[config.mk]
export PLATFORM = sky130hd
export DESIGN_NAME = eth_decap
export DESIGN_NICKNAME = d
export VERILOG_FILES = /design/src/rtl/eth_decap.sv
export SDC_FILE = /design/constraint.sdc
export NUM_CORES = 1
export LEC_CHECK = 0
export BUFFER_PORTS_ARGS = -buffer_cell sky130_fd_sc_hd__buf_2
export CAP_MARGIN = 20
export CORE_MARGIN = 5
export CORE_UTILIZATION = 45
export CTS_CLUSTER_DIAMETER = 120
export DETAILED_ROUTE_END_ITERATION = 12
export PLACE_DENSITY = 0.7
export SYNTH_ARGS = -nofsm -noshare
export SYNTH_HDL_FRONTEND = slang
export SYNTH_SLANG_ARGS = --single-unit
[constraint.sdc]
create_clock -name clk156 -period 12.52 [get_ports clk156]
set_input_delay 2.504 -clock clk156 [delete_from_list [all_inputs] [get_ports clk156]]
set_output_delay 2.504 -clock clk156 [all_outputs]
set_load 0.05 [all_outputs]
[src/rtl/eth_decap.sv]
// Ethernet RX decapsulation: validates and strips the 16-byte encap header from the
// MAC RX stream and writes payload words into the eth2pcie FIFO write port.
module eth_decap #(
    parameter logic [15:0] ETHERTYPE = 16'h88B5,
    parameter logic [47:0] MAC_ADDR  = 48'h02_00_00_00_00_01,
    parameter logic        FILTER_EN = 1'b1
) (
    input  logic        clk156,
    input  logic        sys_rst,
    input  logic        s_axis_tvalid,
    input  logic [63:0] s_axis_tdata,
    input  logic [7:0]  s_axis_tkeep,
    input  logic        s_axis_tlast,
    input  logic        s_axis_tuser,
    output logic        wr_en,
    output logic [73:0] din,
    input  logic        full,
    output logic [31:0] cnt_frame_ok,
    output logic [31:0] cnt_frame_drop,
    output logic [31:0] cnt_frame_trunc
);

    localparam logic [73:0] TERM_WORD = {1'b1, 1'b1, 8'h00, 64'h0};

    typedef enum logic [1:0] {IDLE, HDR1, PAYLD, DROP} state_t;

    state_t      state_q, state_d;
    logic        stage_vld_q, stage_vld_d;
    logic [73:0] stage_q, stage_d;
    logic        term_pend_q, term_pend_d;
    logic        ovf_q, ovf_d;
    logic [31:0] cnt_ok_q, cnt_ok_d;
    logic [31:0] cnt_drop_q, cnt_drop_d;
    logic [31:0] cnt_trunc_q, cnt_trunc_d;

    logic [47:0] dst_rx;
    logic        dst_ok;
    logic        type_ok;
    logic        lost;
    logic        stage_wr;
    logic        term_wr;

    // Wire order puts byte 0 of the frame in the low bits; MAC_ADDR is written MSB-first.
    always_comb begin
        dst_rx = '0;
        for (int unsigned i = 0; i < 6; i++) begin
            dst_rx[47 - 8*i -: 8] = s_axis_tdata[8*i +: 8];
        end
    end

    assign dst_ok   = !FILTER_EN || (dst_rx == MAC_ADDR) || (dst_rx == '1);
    assign type_ok  = ({s_axis_tdata[39:32], s_axis_tdata[47:40]} == ETHERTYPE);
    assign lost     = stage_vld_q & full;
    assign stage_wr = stage_vld_q & ~full;
    assign term_wr  = term_pend_q & ~stage_vld_q & ~full;

    assign wr_en           = stage_wr | term_wr;
    assign din             = term_wr ? TERM_WORD : stage_q;
    assign cnt_frame_ok    = cnt_ok_q;
    assign cnt_frame_drop  = cnt_drop_q;
    assign cnt_frame_trunc = cnt_trunc_q;

    always_comb begin
        state_d     = state_q;
        stage_vld_d = 1'b0;
        stage_d     = stage_q;
        term_pend_d = term_pend_q;
        ovf_d       = ovf_q;
        cnt_ok_d    = cnt_ok_q;
        cnt_drop_d  = cnt_drop_q;
        cnt_trunc_d = cnt_trunc_q;

        if (term_wr) begin
            term_pend_d = 1'b0;
            cnt_trunc_d = cnt_trunc_q + 32'd1;
        end

        // A lost word always leaves the frame needing an error terminator.
        if (lost) begin
            term_pend_d = 1'b1;
            ovf_d       = ~stage_q[72];
        end

        if (stage_wr && stage_q[72]) begin
            if (stage_q[73]) cnt_trunc_d = cnt_trunc_q + 32'd1;
            else             cnt_ok_d    = cnt_ok_q + 32'd1;
        end

        if (s_axis_tvalid) begin
            unique case (state_q)
                IDLE: begin
                    if (s_axis_tlast) begin
                        cnt_drop_d = cnt_drop_q + 32'd1;
                    end else if (dst_ok && !term_pend_q && !lost) begin
                        state_d = HDR1;
                    end else begin
                        state_d = DROP;
                    end
                end
                HDR1: begin
                    if (s_axis_tlast) begin
                        state_d    = IDLE;
                        cnt_drop_d = cnt_drop_q + 32'd1;
                    end else if (type_ok) begin
                        state_d = PAYLD;
                    end else begin
                        state_d = DROP;
                    end
                end
                PAYLD: begin
                    if (ovf_q || lost) begin
                        if (s_axis_tlast) begin
                            state_d = IDLE;
                            ovf_d   = 1'b0;
                        end
                    end else begin
                        stage_vld_d = 1'b1;
                        stage_d     = {s_axis_tlast & ~s_axis_tuser, s_axis_tlast,
                                       s_axis_tkeep, s_axis_tdata};
                        if (s_axis_tlast) state_d = IDLE;
                    end
                end
                DROP: begin
                    if (s_axis_tlast) begin
                        state_d    = IDLE;
                        cnt_drop_d = cnt_drop_q + 32'd1;
                    end
                end
                default: state_d = IDLE;
            endcase
        end
    end

    always_ff @(posedge clk156 or posedge sys_rst) begin
        if (sys_rst) begin
            state_q     <= IDLE;
            stage_vld_q <= 1'b0;
            stage_q     <= '0;
            term_pend_q <= 1'b0;
            ovf_q       <= 1'b0;
            cnt_ok_q    <= '0;
            cnt_drop_q  <= '0;
            cnt_trunc_q <= '0;
        end else begin
            state_q     <= state_d;
            stage_vld_q <= stage_vld_d;
            stage_q     <= stage_d;
            term_pend_q <= term_pend_d;
            ovf_q       <= ovf_d;
            cnt_ok_q    <= cnt_ok_d;
            cnt_drop_q  <= cnt_drop_d;
            cnt_trunc_q <= cnt_trunc_d;
        end
    end

endmodule
==> flow_metrics.env, run 1 <==
export IMPL_core_region_area_um2=17400
export IMPL_post_dp_hpwl_um=14800
export IMPL_wl_um=20700
export IMPL_clkTransAtPathRegs_ns=0.06
export IMPL_routedWlPerCell_um=15.8
export IMPL_synth_nets=906
export IMPL_relSlewSlack_pct=37.4
export IMPL_reg2reg_slack_ns=10.34
export IMPL_drive_above_1_share_pct=28.1
export IMPL_holdBufCountCts=0
export IMPL_diodes=0
export IMPL_ys_warn_count=0
export IMPL_hold_slack_ns=0.468
export IMPL_synthTopCellsByArea="dfrtp_1 (55%), nand2_1 (13%), xnor2_1 (7.8%), and2_1 (6.0%), nand4_1 (2.6%)"
export IMPL_end_kind="output port"
export IMPL_startpoint_type="input port"
export IMPL_numCtsBuffers=17
export IMPL_crit_fanout=44
export IMPL_netlist_area_um2=8020
export IMPL_yosys_most_used_dff="dfrtp_1"
export IMPL_vias=6742
export IMPL_yosysTopAreaCell="dfrtp_1"
export IMPL_die_w_um=143
export IMPL_grt_usage_pct=20.1
export IMPL_place_congestion=0.870
export IMPL_cpPeakStageDelay_ns=0.71
export IMPL_critPathSlowestCell="or3b_2"
export IMPL_postRouteAntennaNets=0
export IMPL_die_h_um=143
export IMPL_synth_top_cells_by_count="nand2_1 (267), dfrtp_1 (175), and2_1 (77)"
export IMPL_r2r_end="cnt_frame_trunc[30]"
export IMPL_clockRootBuffer="clkbuf_16"
export IMPL_finalPower_uw=2230
export IMPL_antenna_found_initial=1
export IMPL_hold_violations=0
export IMPL_areaGrowthSynthToFinish_pct=25.6
export IMPL_setup_viol=0
export IMPL_tns_ns=0
export IMPL_period_minus_slack_ns=6.54
export IMPL_clock_latency_ns=0.42
export IMPL_remaining_drc_errors=0
export IMPL_dieArea_um2=20600
export IMPL_async_reset_ff_share_pct=100
export IMPL_fmax_mhz=153
export IMPL_ios=249
export IMPL_nNetsFinal=1151
export IMPL_worst_pin_slew_ns=0.939
export IMPL_power_density_nw_per_um2=222
export IMPL_worstPathArrival_ns=4.03
export IMPL_cts_tree="built"
export IMPL_grt_pass1_wl_um=33600
export IMPL_regToRegStartpoint="stage_vld_q"
export IMPL_port_buffers=248
export IMPL_r2r_cells=5
export IMPL_p_leak_uw=0.00528
export IMPL_dr_pass1_iters=4
export IMPL_synth_edf_count=0
export IMPL_holdPathEnd="stage_q[4]"
export IMPL_drt_iter0_markers=298
export IMPL_crit_path_cell_trace="buf_2 -> or3b_2 -> buf_16 -> and2_1 -> buf_2"
export IMPL_synthMostInstantiatedCell="nand2_1"
export IMPL_period_share_pct=52.2
export IMPL_fill_cells=1561
export IMPL_ir_worst_vdd_v=0.000175
export IMPL_finClkSkew_ns=0.0107
export IMPL_first_global_vias=6639
export IMPL_post_cts_buffers=0
export IMPL_synth_cell_types=47
export IMPL_synth_top_area_share_pct=54.6
export IMPL_grt_max_degree=107
export IMPL_whs_path_depth=2
export IMPL_cts_repair_resized=0
export IMPL_drv_cap=0
export IMPL_hp_class="reg2reg"
export IMPL_avgSynthCellArea_um2=9.72
export IMPL_synthCells=825
export IMPL_ys_seq_area_share_pct=54.6
export IMPL_crit_top_cell="buf_2"
export IMPL_final_max_slew_viol_count=0
export IMPL_rsz0062_at_grt="false"
export IMPL_viasPerCell=5.16
export IMPL_rows=48
export IMPL_hold_start="stage_q[4]"
export IMPL_synth_seq_cells=175
export IMPL_h_tree_depth=4
export IMPL_worstPathRequired_ns=10.02
export IMPL_cts_max_path_buffers=2
export IMPL_overflow=0
export IMPL_clock_sinks=175
export IMPL_status="completed"
export IMPL_crit_type="in2out"
export IMPL_start_util_pct=46.0
export IMPL_fin_util_pct=57.8
-- worst max path at each step --
stage,from,to,slack [ns],cells after the start
3_3_place_gp,full,din[4],5.89,4
6_report,full,din[4],5.98,5
2_1_floorplan,sys_rst,cnt_frame_drop[0],5.27,1
3_5_place_dp,full,din[4],5.90,4
4_1_cts,full,din[4],5.87,4
5_1_grt,full,din[4],5.92,5
-- area by class of cell --
| type | instances | area [um^2] | share of cell area (%) |
|---|---|---|---|
| clock buffer | 20 | 457 | 4.53 |
| clock inverter | 11 | 109 | 1.08 |
| inverter | 4 | 20.0 | 0.199 |
| multi-input combinational | 620 | 3530 | 35.1 |
| sequential | 175 | 4380 | 43.5 |
| tap | 225 | 282 | 2.80 |
| timing repair buffer | 252 | 1290 | 12.8 |
-- metal layers --
metal | vias to the layer above | track usage [%] | wire (um)
met5 | - | 0 | 11
met2 | 222 | 32.5 | 9820
li1 | 3218 | - | -
met1 | 3281 | 26.8 | 8990
met3 | 19 | 6.09 | 1630
met4 | 2 | 4.96 | 249
-- kinds of logic (layout without fill, tap and decap cells) --
group,count (synthesis),count (layout),share of synthesized area [%]
buffers and inverters,30,287,1.50
DFF,175,175,54.6
muxes,3,3,0.421
adders and majority gates,4,4,0.593
AOI/OAI and AO/OA,8,8,0.687
and+or+nand+nor,512,512,32.0
xor gates and xnor gates,93,93,10.2
-- power breakdown --
group	total [uW]	switching [uW]	internal, uW
clock network	507	222	285
logic	927	699	228
registers	798	95.7	703
-- state kept, by name (all words and copies together) (netlist names) --
name,cells
cnt_frame_drop,32
cnt_frame_ok,32
cnt_frame_trunc,32
ovf_q,1
stage_q,74
stage_vld_q,1
state_q,2
term_pend_q,1
-- metrics by stage --
step	area (um^2)	worst slack (ns)	instances
after global placement	9480	5.89	1275
final	10100	5.98	1307
after global routing	10100	5.92	1307
after floorplan	8020	5.27	825
after CTS	10000	5.87	1306
after detailed placement	9480	5.90	1275
-- critical path: cells and delay by family --
kind | cells | cell delay, ns
AND/OR/NAND/NOR | 2 | 0.90
buffers and inverters | 3 | 0.61
-- cells in the final DEF (no fill, tap or decap), types with 2 or more instances in the layout --
cell type,count
or4_1,3
nor4_1,14
inv_6,3
clkinv_4,3
buf_2,248
clkinvlp_4,4
nand4_1,33
nor3_1,8
and3b_1,2
nand3_1,34
nor4_2,3
clkbuf_16,17
clkbuf_8,2
xnor2_1,71
inv_1,2
nand2_1,267
o21ai_0,4
xor2_1,22
mux2_2,3
nor4b_1,2
ha_1,3
dfrtp_1,175
nand2b_1,4
nor4_4,2
nor3_2,2
nor2_1,25
and3_1,10
and4_1,10
buf_4,3
and2_1,77
Note: power is estimated with default switching activity, not from simulation.
==> inputs of run 2 (changes only) <==
Clock period 12.52 ns to 6.45 ns, I/O delays scaled along.
==> run 2 against run 1 <==
Against the previous run: worst hold slack worse by 0.0028 ns; global-route usage grew 0.13 points; non-clock buffer count up 2; register-to-register slack lost 6.2 ns; power rose by 100%; critical path type unchanged; sequential power rose by 94%; clock skew is 0.0016 ns higher.
==> flow_metrics.env, run 2 (same netlist as run 1, synthesis figures left out) <==
export IMPL_fin_ws_ns=2.30
export IMPL_finClkSkew_ns=0.0123
export IMPL_cts_tree="built"
export IMPL_power_density_nw_per_um2=439
export IMPL_routedWlPerCell_um=15.8
export IMPL_overflow=0
export IMPL_drive_above_1_share_pct=28.4
export IMPL_post_cts_buffers=0
export IMPL_critPathSlowestCell="or3b_2"
export IMPL_wl_um=20600
export IMPL_crit_type="in2out"
export IMPL_whs_path_depth=2
export IMPL_diodes=0
export IMPL_place_congestion=0.883
export IMPL_clock_latency_ns=0.42
export IMPL_crit_path_cell_trace="buf_2 -> or3b_2 -> buf_16 -> and2_1 -> buf_2"
export IMPL_grt_usage_pct=20.3
export IMPL_mostFrequentLayoutCells="nand2_1 (267), buf_2 (248), dfrtp_1 (175), and2_1 (77), xnor2_1 (71)"
export IMPL_startpoint_type="input port"
export IMPL_holdBufCountCts=0
export IMPL_worstPathRequired_ns=5.16
export IMPL_layout_commonest_cell="nand2_1"
export IMPL_start_util_pct=46.0
export IMPL_worstPathArrival_ns=2.86
export IMPL_rsz0062_at_grt="false"
export IMPL_path_delay_family="simple AND/OR/NAND/NOR gates"
export IMPL_grt_max_degree=98
export IMPL_worst_pin_slew_ns=0.885
export IMPL_drt_iter0_markers=352
export IMPL_grt_pass1_wl_um=33800
export IMPL_fmax_mhz=241
export IMPL_numCtsBuffers=17
export IMPL_cts_max_path_buffers=2
export IMPL_regToRegStartpoint="stage_vld_q"
export IMPL_die_w_um=143
export IMPL_h_tree_depth=4
export IMPL_grt_busiest_layer="met2"
export IMPL_postRouteAntennaNets=0
export IMPL_hold_start="stage_q[4]"
export IMPL_vias=6574
export IMPL_final_max_slew_viol_count=0
export IMPL_tns_ns=0
export IMPL_ir_worst_vdd_v=0.000341
export IMPL_clockRootBuffer="clkbuf_16"
export IMPL_nNetsFinal=1153
export IMPL_r2r_end="cnt_frame_trunc[30]"
export IMPL_grtUsageMet2_pct=32.4
export IMPL_hold_violations=0
export IMPL_dr_pass1_iters=4
export IMPL_reg2reg_slack_ns=4.18
export IMPL_core_region_area_um2=17400
export IMPL_port_buffers=248
export IMPL_end_kind="output port"
export IMPL_largest_register="stage_q"
export IMPL_grt_use_met3_pct=5.82
export IMPL_first_global_vias=6609
export IMPL_dpl_cell_area_um2=9490
export IMPL_viasPerCell=5.02
export IMPL_crit_fanout=44
export IMPL_relSlewSlack_pct=41.0
export IMPL_crit_top_cell="buf_2"
export IMPL_rows=48
export IMPL_clock_sinks=175
export IMPL_final_area_um2=10200
export IMPL_r2r_cells=5
export IMPL_remaining_drc_errors=0
export IMPL_clkTransAtPathRegs_ns=0.06
export IMPL_status="completed"
export IMPL_cts_repair_resized=0
export IMPL_antenna_found_initial=2
export IMPL_post_dp_hpwl_um=14900
export IMPL_critical_path_buf_inv_count=3
export IMPL_dieArea_um2=20600
export IMPL_setup_viol=0
export IMPL_hp_class="reg2reg"
export IMPL_holdPathEnd="stage_q[4]"
export IMPL_hold_slack_ns=0.465
export IMPL_period_share_pct=64.3
export IMPL_dpl_worst_slack_ns=2.20
export IMPL_period_minus_slack_ns=4.15
export IMPL_cpPeakStageDelay_ns=0.72
export IMPL_areaGrowthSynthToFinish_pct=26.8
export IMPL_largest_reg_flops=74
export IMPL_setup_worst_path_start="full"
export IMPL_drv_cap=0
export IMPL_die_h_um=143
export IMPL_p_leak_uw=0.00533
export IMPL_ios=249
export IMPL_fin_util_pct=58.3
export IMPL_use_met1_pct=27.5
-- run 2: changes by cell type in the layout (fill, tap and decap cells not counted) --
cell       previous run  this run
clkbuf_8              2         1
buf_4                 3         5
inv_8                 0         1
clkinv_4              3         0
bufinv_16             1         4
clkbuf_1              1         0
inv_6                 3         5
-- run 2: stage by stage --
| step | power (uW) | instances |
|---|---|---|
| finish | 4460 | 1310 |
| global placement | 3360 | 1277 |
| global route | 4690 | 1310 |
| floorplan | 2930 | 825 |
| detailed placement | 3370 | 1277 |
| CTS | 4500 | 1309 |
-- run 2: worst max-delay path by stage --
stage	cells past startpoint	to
2_1_floorplan	1	cnt_frame_drop[0]
3_3_place_gp	4	din[4]
3_5_place_dp	4	din[4]
4_1_cts	4	din[4]
5_1_grt	5	din[4]
6_report	5	din[4]
-- run 2: cell type report --
type	count	area, um^2
clock inverter	14	201
tap	225	282
fill	1570	7260
clock buffer	18	439
timing repair buffer	254	1310
sequential	175	4380
inverter	4	20.0
multi-input combinational	620	3530
-- run 2: report_power, final --
part           switching (uW)  total, uW  leakage, uW  internal [uW]
Sequential                185       1550      0.00230           1360
Combinational            1360       1810      0.00273            444
Clock                     442       1110     0.000302            666
Total                    1990       4460      0.00533           2470
-- run 2: worst register-to-register path: stages (launching register included) --
cell	delay, ns
dfrtp_1	0.43
nor3b_1	0.56
o21ai_2	0.22
nor3_1	0.59
nand4_1	0.21
xnor2_1	0.16
-- run 2: per-layer routing --
metal  vias to the layer above  share of wire (%)
met5                         -              0.092
met3                        26                7.2
li1                       3220                  -
met1                      3130                 45
met2                       194                 47
met4                         4                1.3
